<file path="src/rtl/cordic_pkg.sv">
// Shared types and constants for the iterative CORDIC controller.
package cordic_pkg;

    typedef enum logic [1:0] {
        IDLE = 2'd0,
        LOAD = 2'd1,
        ITER = 2'd2,
        DONE = 2'd3
    } state_e;

    typedef enum logic {
        ROTATION  = 1'b0,
        VECTORING = 1'b1
    } mode_e;

    localparam int MaxIterations = 64;

endpackage

</file>
<file path="src/rtl/cordic_iter_cnt.sv">
// Micro-rotation index counter with clear, enable and terminal count.
module cordic_iter_cnt #(
    parameter int Iterations = 16,
    parameter int Width      = $clog2(Iterations)
) (
    input  logic             clk,
    input  logic             rst_n,
    input  logic             en,
    input  logic             clr,
    output logic [Width-1:0] count,
    output logic             tc
);

    always_ff @(posedge clk) begin
        if (!rst_n) begin
            count <= '0;
        end else if (clr) begin
            count <= '0;
        end else if (en) begin
            count <= count + 1'b1;
        end
    end

    assign tc = (count == Width'(Iterations - 1));

endmodule

</file>
<file path="src/rtl/cordic_ctrl.sv">
// Sequencer for the CORDIC datapath: load, iterate, then hold the
// result behind a valid/ready handshake.
module cordic_ctrl
    import cordic_pkg::*;
#(
    parameter  int Iterations = 16,
    localparam int IterWidth  = $clog2(Iterations)
) (
    input  logic                 clk_i,
    input  logic                 rst_ni,
    input  logic                 start_i,
    input  logic                 mode_i,
    output logic                 ready_o,
    output logic                 sel_o,
    output logic                 en_o,
    output logic [IterWidth-1:0] iter_o,
    output logic                 mode_o,
    output logic                 valid_o,
    input  logic                 ready_i
);

    state_e               state_q;
    state_e               state_d;
    mode_e                mode_q;
    logic                 cnt_en;
    logic                 cnt_clr;
    logic                 tc;
    logic [IterWidth-1:0] count;

    cordic_iter_cnt #(
        .Iterations(Iterations),
        .Width     (IterWidth)
    ) u_cnt (
        .clk  (clk_i),
        .rst_n(rst_ni),
        .en   (cnt_en),
        .clr  (cnt_clr),
        .count(count),
        .tc   (tc)
    );

    always_ff @(posedge clk_i) begin
        if (!rst_ni) begin
            state_q <= IDLE;
            mode_q  <= ROTATION;
        end else begin
            state_q <= state_d;
            if (state_q == IDLE && start_i) begin
                mode_q <= mode_e'(mode_i);
            end
        end
    end

    always_comb begin
        state_d = state_q;
        cnt_en  = 1'b0;
        cnt_clr = 1'b0;
        unique case (state_q)
            IDLE: begin
                if (start_i) state_d = LOAD;
            end
            LOAD: begin
                state_d = ITER;
                cnt_clr = 1'b1;
            end
            ITER: begin
                if (tc) begin
                    state_d = DONE;
                    cnt_clr = 1'b1;
                end else begin
                    cnt_en = 1'b1;
                end
            end
            DONE: begin
                if (ready_i) state_d = IDLE;
            end
            default: state_d = IDLE;
        endcase
    end

    // Every output is a decode of registered state only.
    always_comb begin
        ready_o = 1'b0;
        sel_o   = 1'b0;
        en_o    = 1'b0;
        valid_o = 1'b0;
        iter_o  = '0;
        unique case (state_q)
            IDLE: ready_o = 1'b1;
            LOAD: en_o = 1'b1;
            ITER: begin
                sel_o  = 1'b1;
                en_o   = 1'b1;
                iter_o = count;
            end
            DONE: begin
                sel_o   = 1'b1;
                valid_o = 1'b1;
            end
            default: ready_o = 1'b0;
        endcase
    end

    assign mode_o = mode_q;

endmodule
</file>
<file path="config.mk">
export PLATFORM = sky130hd
export DESIGN_NAME = cordic_ctrl
export DESIGN_NICKNAME = d
export VERILOG_FILES = /design/src/rtl/cordic_pkg.sv /design/src/rtl/cordic_iter_cnt.sv /design/src/rtl/cordic_ctrl.sv
export SDC_FILE = /design/constraint.sdc
export NUM_CORES = 1
export LEC_CHECK = 0
export CAP_MARGIN = 5
export CORE_AREA = 10 10 47 49
export CTS_CLUSTER_SIZE = 28
export DETAILED_ROUTE_END_ITERATION = 16
export DIE_AREA = 0 0 57 59
export PLACE_DENSITY = 0.57
export SETUP_SLACK_MARGIN = 0.15
export SLEW_MARGIN = 20
export SYNTH_ARGS = -nofsm -noshare
export SYNTH_HDL_FRONTEND = slang
export SYNTH_SLANG_ARGS = --single-unit
</file>
<file path="constraint.sdc">
create_clock -name clk_i -period 3.36 [get_ports clk_i]
set_input_delay 0.672 -clock clk_i [delete_from_list [all_inputs] [get_ports clk_i]]
set_output_delay 0.672 -clock clk_i [all_outputs]
set_load 0.05 [all_outputs]
</file>
==> Word-level counts from Yosys, hierarchy flattened <==
Index checks and enable logic that the tools add are counted.
{ "totals": {"reg_bits": 7, "inputBits": 5, "out_inout_bits": 9, "word_cells": 31} }
{ "op_classes": {"addsub": 1, "n_eq_ne": 7, "n_mux": 13, "bitwise_logic": 1, "n_reduce_logical": 6} }
{ "op_table": {"columns": ["op", "count"], "rows": [
  ["2-bit case mux with 4 select lines", 1],
  ["1-bit 2-to-1 mux", 7],
  ["2-bit 2-to-1 mux", 3],
  ["2-bit != test, second input constant", 3],
  ["2-bit OR reduction", 3],
  ["4-bit by 1-bit adder with 4-bit output, second input constant", 1],
  ["2-bit equality test, second input constant", 2],
  ["4-bit equality test, second input constant", 1],
  ["4-bit 2-to-1 mux", 1],
  ["3-bit AND reduction", 1],
  ["2-bit by 1-bit equality test with 1-bit output, second input constant", 1],
  ["2-bit zero test", 1],
  ["1-bit case mux with 2 select lines", 1],
  ["1-bit logical AND", 1],
  ["1-bit NOT", 1]
]} }

==> Logic depth before layout (Yosys ltp) <==
Gate-level depths: netlist of run 1.
{ "depth": {"depth_word": 4, "mapped_depth": 6, "ltp_nobuf": 5} }

==> By module <==
From an unflattened synthesis of run 1, not the netlist that was laid out.
{ "unflattened": {"cells_unflattened": 49, "hier_area_um2": 460.4} }
{ "modules_own_cells": {"columns": ["mod", "n_inst", "cells_each", "area_per_inst_um2", "seq_area_each_um2"], "rows": [
  ["cordic_ctrl", 1, 31, 271.5, 60.1],
  ["cordic_iter_cnt", 1, 18, 188.9, 80.1]
]} }

==> Worst setup path after synthesis of run 1 <==
OpenSTA, ideal clock, no wires.
{ "synth_timing": {"path_type": "register to output", "startpoint": "reg state_q[0]", "endpoint": "out iter_o[3]", "arrival_ps": 1274, "required_time_ps": 2688, "setup_slack_ps": 1414, "path_stages_with_launch": 5, "path_buffers": 0, "path_cell_list": "dfxtp_1 -> inv_1 -> ha_1 -> inv_1 -> nor2_1"} }
{ "synth_between": {"elab_chain_len": 2} }
{ "synth_rtl": {"columns": ["item", "line_no", "text"], "rows": [
  ["start, declared", "cordic_ctrl.sv:22", "state_e state_q;"],
  ["start signal, assigned", "cordic_ctrl.sv:47", "state_q <= state_d;"],
  ["2-bit equality test", "cordic_ctrl.sv:88", "unique case (state_q)"],
  ["4-bit 2-to-1 mux", "cordic_ctrl.sv:88", null],
  ["end, declared", "cordic_ctrl.sv:16", "output logic [IterWidth-1:0] iter_o,"]
]} }
No other way between the ends.

==> Final worst setup path of run 1 <==
Ends and elaborated chain as after synthesis.

==> impl_metrics.env, run 1 <==
export IMPL_pwr_share_comb_pct=61.3
export IMPL_slew_headroom_pct=66.5
export IMPL_cp_slowest_cell="clkdlybuf4s50_1"
export IMPL_critPathBufInv=3
export IMPL_grt_setup_unrepaired="false"
export IMPL_fp_dieW_um=57
export IMPL_grt_max_degree=13
export IMPL_fin_area_um2=599
export IMPL_area_delta_synth_final_pct=40.1
export IMPL_cts_buffer_depth=2
export IMPL_clk_latency_ns=0.26
export IMPL_multi_input_area_um2=260
export IMPL_post_place_ws_ns=0.859
export IMPL_critical_path_max_fanout=12
export IMPL_seq_area_um2=140
export IMPL_fmax_mhz=361
export IMPL_pwr_share_seq_pct=23.3
export IMPL_drive_gt1_share_pct=10.4
export IMPL_cp_top_family="buffers and inverters"
export IMPL_grt_pass1_wl_um=1820
export IMPL_path_clk_slew_ns=0.05
export IMPL_placed_cell_area_um2=573
export IMPL_status="finished clean"
export IMPL_finalHoldViolCount=0
export IMPL_leakagePower_nw=0.237
export IMPL_p_int_uw=260
export IMPL_cts_setup_buffers=0
export IMPL_setup_tns_ns=0
export IMPL_dieArea_um2=3360
export IMPL_vias=426
export IMPL_synthCells=51
export IMPL_synth_nets=61
export IMPL_overflow=0
export IMPL_crit_required_ns=2.69
export IMPL_numCtsBuffers=3
export IMPL_grt_usage_pct=6.88
export IMPL_skew_ns=0.00500
export IMPL_crit_path_start_kind="register"
export IMPL_clock_sinks=7
export IMPL_wl_per_cell_um=12.1
export IMPL_io_pins=14
export IMPL_fin_crit_sh_pct=82.5
export IMPL_drc=0
export IMPL_fp_coreArea_um2=1400
export IMPL_setup_slack_ns=0.589
export IMPL_dp_hpwl_um=778
export IMPL_num_rows=14
export IMPL_arrival_ns=2.10
export IMPL_initial_core_util_pct=30.5
export IMPL_gp_congestion=0.776
export IMPL_die_h_um=59
export IMPL_switching_power_uw=256
export IMPL_power_density_nw_per_um2=861
export IMPL_p_total_uw=516
export IMPL_fill_cells=146
export IMPL_ant_nets=0
export IMPL_crit_top_cell="inv_1"
export IMPL_synth_seq_cells=7
export IMPL_finalNetCount=78
export IMPL_crit_chain="inv_1 -> ha_1 -> inv_1 -> nor2_1 -> clkdlybuf4s50_1"
export IMPL_syn_area_um2=428
export IMPL_yosys_cell_types_count=25
export IMPL_final_cells=83
export IMPL_cap_violations=0
export IMPL_slowest_delay_ns=0.80
export IMPL_worst_slew_pin_slew_ns=0.501
export IMPL_dp_cells=79
export IMPL_worstSetupPathType="reg2out"
export IMPL_cts_tree="done"
export IMPL_htreeDepth=1
export IMPL_drt_pass1_iterations=4
export IMPL_antenna_cells=0
export IMPL_min_period_ns=2.77
export IMPL_final_cell_mix="13 x clkdlybuf4s50_1, 7 x dfxtp_1, 6 x inv_1, 5 x ha_1"
export IMPL_syn_area_per_cell_um2=8.39
export IMPL_grt_pass1_vias=409
export IMPL_drv_slew=0
export IMPL_ys_warn_count=0
export IMPL_p_clk_share_pct=15.3
export IMPL_ys_seq_area_share_pct=32.7
export IMPL_cts_root_buffer="clkbuf_4"
export IMPL_hold_path_class="reg2reg"
export IMPL_drt_iter0_markers=9
export IMPL_wl_um=1000
export IMPL_critPathCaptureType="output pin"
export IMPL_setup_viol=0
export IMPL_final_common_cell="clkdlybuf4s50_1"
export IMPL_cts_hold_buf=0
export IMPL_antenna_found_initial=0
export IMPL_sw_frac_of_total_pct=49.6
export IMPL_post_cts_resized=0
export IMPL_io_buffers=13
export IMPL_drt_vias_per_instance=5.13
export IMPL_ir_worst_vdd_v=0.000518
[cells in the mapped netlist]
| cell | instances | area share, % |
|---|---|---|
| dfxtp_1 | 7 | 33 |
| inv_1 | 6 | 5.3 |
| ha_1 | 5 | 15 |
| a21oi_1 | 4 | 4.7 |
| nand2_1 | 4 | 3.5 |
| o21ai_0 | 3 | 3.5 |
| and2_1 | 2 | 2.9 |
| nand3_1 | 2 | 2.3 |
| nor3_1 | 2 | 2.3 |
| a211oi_1 | 1 | 1.8 |
| a21boi_0 | 1 | 1.8 |
| a221o_1 | 1 | 2.3 |
| a41oi_1 | 1 | 2.0 |
| and2_2 | 1 | 1.8 |
| and3_1 | 1 | 1.5 |
| and4b_2 | 1 | 2.6 |
| buf_2 | 1 | 1.2 |
| mux2i_1 | 1 | 2.3 |
| nand3_2 | 1 | 2.3 |
| nand4_1 | 1 | 1.5 |
| nor2_1 | 1 | 0.88 |
| nor2b_1 | 1 | 1.5 |
| o31ai_1 | 1 | 1.8 |
| or2_2 | 1 | 1.5 |
| or3_1 | 1 | 1.5 |
[per-layer routing]
layer | track usage [%] | wire length [um] | up-vias
met5 | 0 | 0 | -
met3 | 4.72 | 96 | 5
met2 | 10.1 | 446 | 18
met4 | 5.03 | 26 | 0
met1 | 6.80 | 432 | 190
li1 | - | - | 213
[layout make-up]
type / count / share of cell area, %
Timing Repair Buffer: 13 / 21.7
Sequential cell: 7 / 23.4
Multi-Input combinational cell: 37 / 43.4
Tap cell: 16 / 3.34
Inverter: 6 / 3.76
Clock buffer: 4 / 4.38
[kinds of logic after synthesis]
kind of cell,Yosys count,share of synthesized area (%)
simple gates,19,26.0
mux,1,2.34
fa+ha+maj,5,14.6
flops,7,32.7
compound gates,12,17.8
buf+inv,7,6.43
[worst paths after layout]
kind / start / slack [ns] / depth (start not counted) / end
setup / recovery: state_q[0] / 0.59 / 5 / iter_o[3]
hold / removal: mode_o / 0.47 / 2 / mode_o
setup reg to reg: state_q[0] / 1.73 / 5 / u_cnt.count[2]
hold reg to reg: mode_o / 0.47 / 2 / mode_o
[power groups by stage]
| stage | combinational (mW) | sequential (mW) | clock, mW |
|---|---|---|---|
| floorplan | 0.230 | 0.125 | 0 |
| global placement | 0.317 | 0.121 | 0 |
| detailed placement | 0.317 | 0.122 | 0 |
| CTS | 0.320 | 0.121 | 0.0830 |
| global route | 0.342 | 0.124 | 0.0867 |
| finish | 0.317 | 0.120 | 0.0791 |
[registers in the layout (all words and copies together) (netlist names)]
| register | flops |
|---|---|
| u_cnt.count | 4 |
| mode_o | 1 |
| state_q | 2 |
[through the flow]
stage | utilization (%) | hold WS (ns)
after CTS | 42.8 | 0.470
after detailed placement | 40.9 | 0.462
after global routing | 42.8 | 0.511
after floorplan | - | 0.471
after global placement | 40.9 | 0.463
final | 42.8 | 0.465
[worst reg2reg max path, stage by stage (launching register included)]
cell	delay, ns
dfxtp_1	0.33
inv_1	0.10
ha_1	0.38
a41oi_1	0.17
o21ai_0	0.41
nor3_1	0.11
(Power assumes the default switching activity.)
==> inputs of run 2 (changes only) <==
- PLACE_DENSITY: 0.57 -> 0.6
- clock period: 3.36 -> 2.44 ns (I/O delays scaled with it)
==> run 2 against run 1 <==
Power is 35% higher. First-iteration DRC count is 11% lower. Setup slack worse by 0.27 ns. Sequential share of layout area is 0.45 points higher. Combinational power is 34% higher. Final cell count stayed put. Largest cell class unchanged.
==> impl_metrics.env, run 2 (synthesized netlist as in run 1, its figures left out) <==
export IMPL_ir_worst_vdd_v=0.000864
export IMPL_worst_slew_pin_slew_ns=0.511
export IMPL_finalHoldViolCount=0
export IMPL_use_met2_pct=9.46
export IMPL_post_place_ws_ns=0.388
export IMPL_drv_slew=0
export IMPL_drc=0
export IMPL_fp_coreArea_um2=1400
export IMPL_drt_pass1_iterations=4
export IMPL_clk_latency_ns=0.26
export IMPL_hold_path_class="reg2reg"
export IMPL_grt_max_degree=13
export IMPL_final_util_pct=42.0
export IMPL_area_delta_synth_final_pct=37.4
export IMPL_setup_tns_ns=0
export IMPL_min_period_ns=2.12
export IMPL_leakagePower_nw=0.256
export IMPL_ant_nets=0
export IMPL_setup_slack_ns=0.320
export IMPL_regMostFlops="u_cnt.count"
export IMPL_top_usage_layer="met2"
export IMPL_setup_viol=0
export IMPL_drt_iter0_markers=8
export IMPL_crit_required_ns=1.95
export IMPL_path_clk_slew_ns=0.05
export IMPL_critical_path_max_fanout=4
export IMPL_io_pins=14
export IMPL_antenna_found_initial=0
export IMPL_drt_vias_per_instance=4.80
export IMPL_cts_tree="done"
export IMPL_grt_setup_unrepaired="false"
export IMPL_critPathCaptureType="output pin"
export IMPL_largest_reg_flops=4
export IMPL_final_cell_mix="7 x dfxtp_1, 6 x inv_1, 6 x clkdlybuf4s50_1, 5 x ha_1, 5 x buf_4"
export IMPL_cts_buffer_depth=2
export IMPL_gp_congestion=0.680
export IMPL_final_common_cell="dfxtp_1"
export IMPL_met3_usage_pct=3.00
export IMPL_holdWs_ns=0.484
export IMPL_io_buffers=13
export IMPL_status="finished clean"
export IMPL_die_h_um=59
export IMPL_num_rows=14
export IMPL_drive_gt1_share_pct=17.9
export IMPL_antenna_cells=0
export IMPL_wl_um=1030
export IMPL_cts_setup_buffers=0
export IMPL_htreeDepth=1
export IMPL_worstSetupPathType="reg2out"
export IMPL_arrival_ns=1.63
export IMPL_initial_core_util_pct=30.5
export IMPL_cap_violations=0
export IMPL_clock_sinks=7
export IMPL_fin_crit_sh_pct=86.9
export IMPL_overflow=0
export IMPL_power_density_nw_per_um2=1190
export IMPL_grtUsageMet1_pct=7.71
export IMPL_dp_hpwl_um=768
export IMPL_cts_hold_buf=0
export IMPL_dieArea_um2=3360
export IMPL_numCtsBuffers=3
export IMPL_wl_per_cell_um=12.4
export IMPL_grt_usage_pct=6.82
export IMPL_fp_dieW_um=57
export IMPL_finalNetCount=78
export IMPL_grt_pass1_vias=428
export IMPL_slew_headroom_pct=65.8
export IMPL_cts_root_buffer="clkbuf_4"
export IMPL_skew_ns=0.00186
export IMPL_crit_path_start_kind="register"
export IMPL_grt_pass1_wl_um=1800
export IMPL_fmax_mhz=472
export IMPL_vias=398
-- run 2: changes by cell type in the layout (fill, tap and decap cells not counted), sizes merged --
cell,previous run,this run
dlymetal6s2s,0,1
buf,0,5
dlygate4sd2,0,1
clkdlybuf4s50,13,6
-- run 2: where the power goes --
group	internal [mW]	switching [mW]	leakage (nW)
logic	0.139	0.284	0.184
registers	0.141	0.0235	0.0570
clock network	0.0627	0.0466	0.0150
-- run 2: layout make-up --
type,count,area [um^2]
fill,151,813
multi-input combinational,37,260
sequential,7,140
timing repair buffer,13,119
clock buffer,4,26.3
inverter,6,22.5
tap,16,20.0
-- run 2: worst paths after layout --
kind	from	end	slack, ns	cells after the start
setup / recovery	state_q[1]	valid_o	0.32	2
hold reg to reg	mode_o	mode_o	0.48	2
hold / removal	mode_o	mode_o	0.48	2
setup reg to reg	state_q[0]	u_cnt.count[2]	0.83	5
-- run 2: layer usage --
layer  wire length, um  vias to the layer above  part of all wire [%]
met5                 0                        -                     0
met4                31                        0                   3.0
met3                86                        5                   8.3
met2               423                       12                    41
met1               490                      169                    47
li1                  -                      212                     -
-- run 2: through the flow --
step / std cells / power [mW] / instance area [um^2]
6_report: 83 / 0.698 / 588
5_1_grt: 83 / 0.752 / 588
4_1_cts: 83 / 0.703 / 586
3_5_place_dp: 79 / 0.601 / 561
3_3_place_gp: 79 / 0.601 / 561
2_1_floorplan: 51 / 0.490 / 428
-- run 2: what timing repair did --
| item | 4_1_cts | 5_1_grt |
|---|---|---|
| resized for setup | 1 | 1 |
| cloned | 0 | 0 |
| setup endpoints to repair | 1 | 1 |
-- run 2: critical path: stages (launching register included) --
cell             delay, ns
dfxtp_1               0.37
ha_1                  0.20
clkdlybuf4s50_1       0.81
==> inputs of run 3 (changes only) <==
- CORE_AREA: 10 10 47 49 -> 2 2 39 41
- CTS_CLUSTER_SIZE: 28 -> 12
- DIE_AREA: 0 0 57 59 -> 0 0 41 43
- GPL_TIMING_DRIVEN: unset -> 0
==> run 3 against run 2 <==
Via count grew 1.5%. Critical path type unchanged. Cell area shrank 0.64%. Global-route usage grew 5.8 points. Sequential cell count is the same. Clock power is essentially flat.
==> impl_metrics.env, run 3 (synthesized netlist as in run 1, its figures left out) <==
export IMPL_fmax_mhz=468
export IMPL_ant_nets=0
export IMPL_hold_path_class="reg2reg"
export IMPL_finalHoldViolCount=0
export IMPL_slew_headroom_pct=66.5
export IMPL_worst_slew_pin_slew_ns=0.497
export IMPL_vias=404
export IMPL_drt_pass1_iterations=3
export IMPL_p_total_uw=692
export IMPL_ir_worst_vdd_v=0.000775
export IMPL_fill_cells=141
export IMPL_fp_dieW_um=41
export IMPL_htreeDepth=1
export IMPL_pwr_share_seq_pct=24.0
export IMPL_cts_setup_buffers=0
export IMPL_drive_gt1_share_pct=17.6
export IMPL_drc=0
export IMPL_overflow=0
export IMPL_finalNetCount=79
export IMPL_arrival_ns=1.65
export IMPL_skew_ns=0.00656
export IMPL_io_pins=14
export IMPL_antenna_cells=0
export IMPL_leakagePower_nw=0.261
export IMPL_fin_area_um2=584
export IMPL_final_cell_mix="7 x dfxtp_1, 6 x inv_1, 6 x clkdlybuf4s50_1, 5 x ha_1"
export IMPL_clock_sinks=7
export IMPL_r2r_setup_slack_ns=0.94
export IMPL_slowest_delay_ns=0.37
export IMPL_cts_tree="done"
export IMPL_min_period_ns=2.14
export IMPL_sw_frac_of_total_pct=51.1
export IMPL_grt_pass1_vias=349
export IMPL_wl_per_cell_um=10.9
export IMPL_dieArea_um2=1760
export IMPL_numCtsBuffers=3
export IMPL_gp_congestion=0.633
export IMPL_grt_setup_unrepaired="false"
export IMPL_grt_usage_pct=12.6
export IMPL_initial_core_util_pct=30.9
export IMPL_cts_hold_buf=0
export IMPL_fp_coreArea_um2=1380
export IMPL_setup_viol=0
export IMPL_crit_path_start_kind="register"
export IMPL_status="finished clean"
export IMPL_setup_tns_ns=0
export IMPL_drt_vias_per_instance=4.81
export IMPL_p_int_uw=339
export IMPL_post_cts_resized=6
export IMPL_dp_hpwl_um=677
export IMPL_cap_violations=0
export IMPL_critPathBufInv=3
export IMPL_cp_top_family="buffers and inverters"
export IMPL_fin_crit_sh_pct=87.6
export IMPL_critPathCaptureType="output pin"
export IMPL_worstSetupPathType="reg2out"
export IMPL_crit_chain="inv_1 -> ha_1 -> buf_2 -> or2_2 -> clkbuf_2"
export IMPL_area_delta_synth_final_pct=36.5
export IMPL_drv_slew=0
export IMPL_grt_max_degree=11
export IMPL_power_density_nw_per_um2=1180
export IMPL_switching_power_uw=354
export IMPL_clk_latency_ns=0.26
export IMPL_pwr_share_comb_pct=60.1
export IMPL_io_buffers=13
export IMPL_num_rows=14
export IMPL_regMostFlops="u_cnt.count"
export IMPL_drt_iter0_markers=4
export IMPL_cts_root_buffer="clkbuf_4"
export IMPL_antenna_found_initial=0
export IMPL_holdWs_ns=0.474
export IMPL_crit_required_ns=1.95
export IMPL_cts_buffer_depth=2
export IMPL_placed_cell_area_um2=578
export IMPL_critical_path_max_fanout=10
export IMPL_grt_pass1_wl_um=1460
export IMPL_die_h_um=43
export IMPL_cp_slowest_cell="dfxtp_1"
export IMPL_path_clk_slew_ns=0.05
export IMPL_largest_reg_flops=4
export IMPL_final_common_cell="dfxtp_1"
export IMPL_p_clk_share_pct=15.9
export IMPL_wl_um=918
run 3: cell count changes in the layout (fill, tap and decap cells not counted), sizes merged:
cell,before,now
dlygate4sd2,1,2
buf,5,1
clkbuf,4,8
run 3: final timing paths:
check,startpoint,end,depth (start not counted)
setup / recovery,state_q[0],sel_o,5
hold / removal,mode_o,mode_o,2
setup reg to reg,state_q[1],u_cnt.count[2],5
hold reg to reg,mode_o,mode_o,2
run 3: power groups by stage:
stage | logic [mW] | clock network (mW) | registers [mW]
2_1_floorplan | 0.317 | 0 | 0.173
3_3_place_gp | 0.436 | 0 | 0.167
3_5_place_dp | 0.439 | 0 | 0.168
4_1_cts | 0.423 | 0.110 | 0.166
5_1_grt | 0.453 | 0.120 | 0.171
6_report | 0.416 | 0.110 | 0.166
run 3: area by class of cell:
cell class / instances / area, um^2 / area share [%]
Multi-Input combinational cell: 37 / 260 / 44.5
Clock buffer: 4 / 26.3 / 4.50
Buffer: 1 / 5.00 / 0.857
Timing Repair Buffer: 13 / 110 / 18.8
Tap cell: 16 / 20.0 / 3.43
Sequential cell: 7 / 140 / 24.0
Inverter: 6 / 22.5 / 3.85
run 3: per-layer routing:
metal  share of wire, %  vias to the layer above  track usage [%]
li1                   -                      217                -
met1                 45                      176             14.6
met2                 47                       11             19.4
met3                7.6                        0             7.85
met4                  0                        0             2.00
met5                  0                        -                0
run 3: metrics by stage:
step / utilization (%) / instances / worst slack (ns)
floorplan: - / 51 / 0.678
global placement: 41.8 / 80 / 0.113
detailed placement: 41.8 / 80 / 0.0984
CTS: 43.1 / 84 / 0.110
global route: 42.2 / 84 / 0.212
finish: 42.2 / 84 / 0.302
run 3: tightest hold or removal path: stages (launching register included):
cell	delay, ns
dfxtp_1	0.30
nand2_1	0.05
a21boi_0	0.07
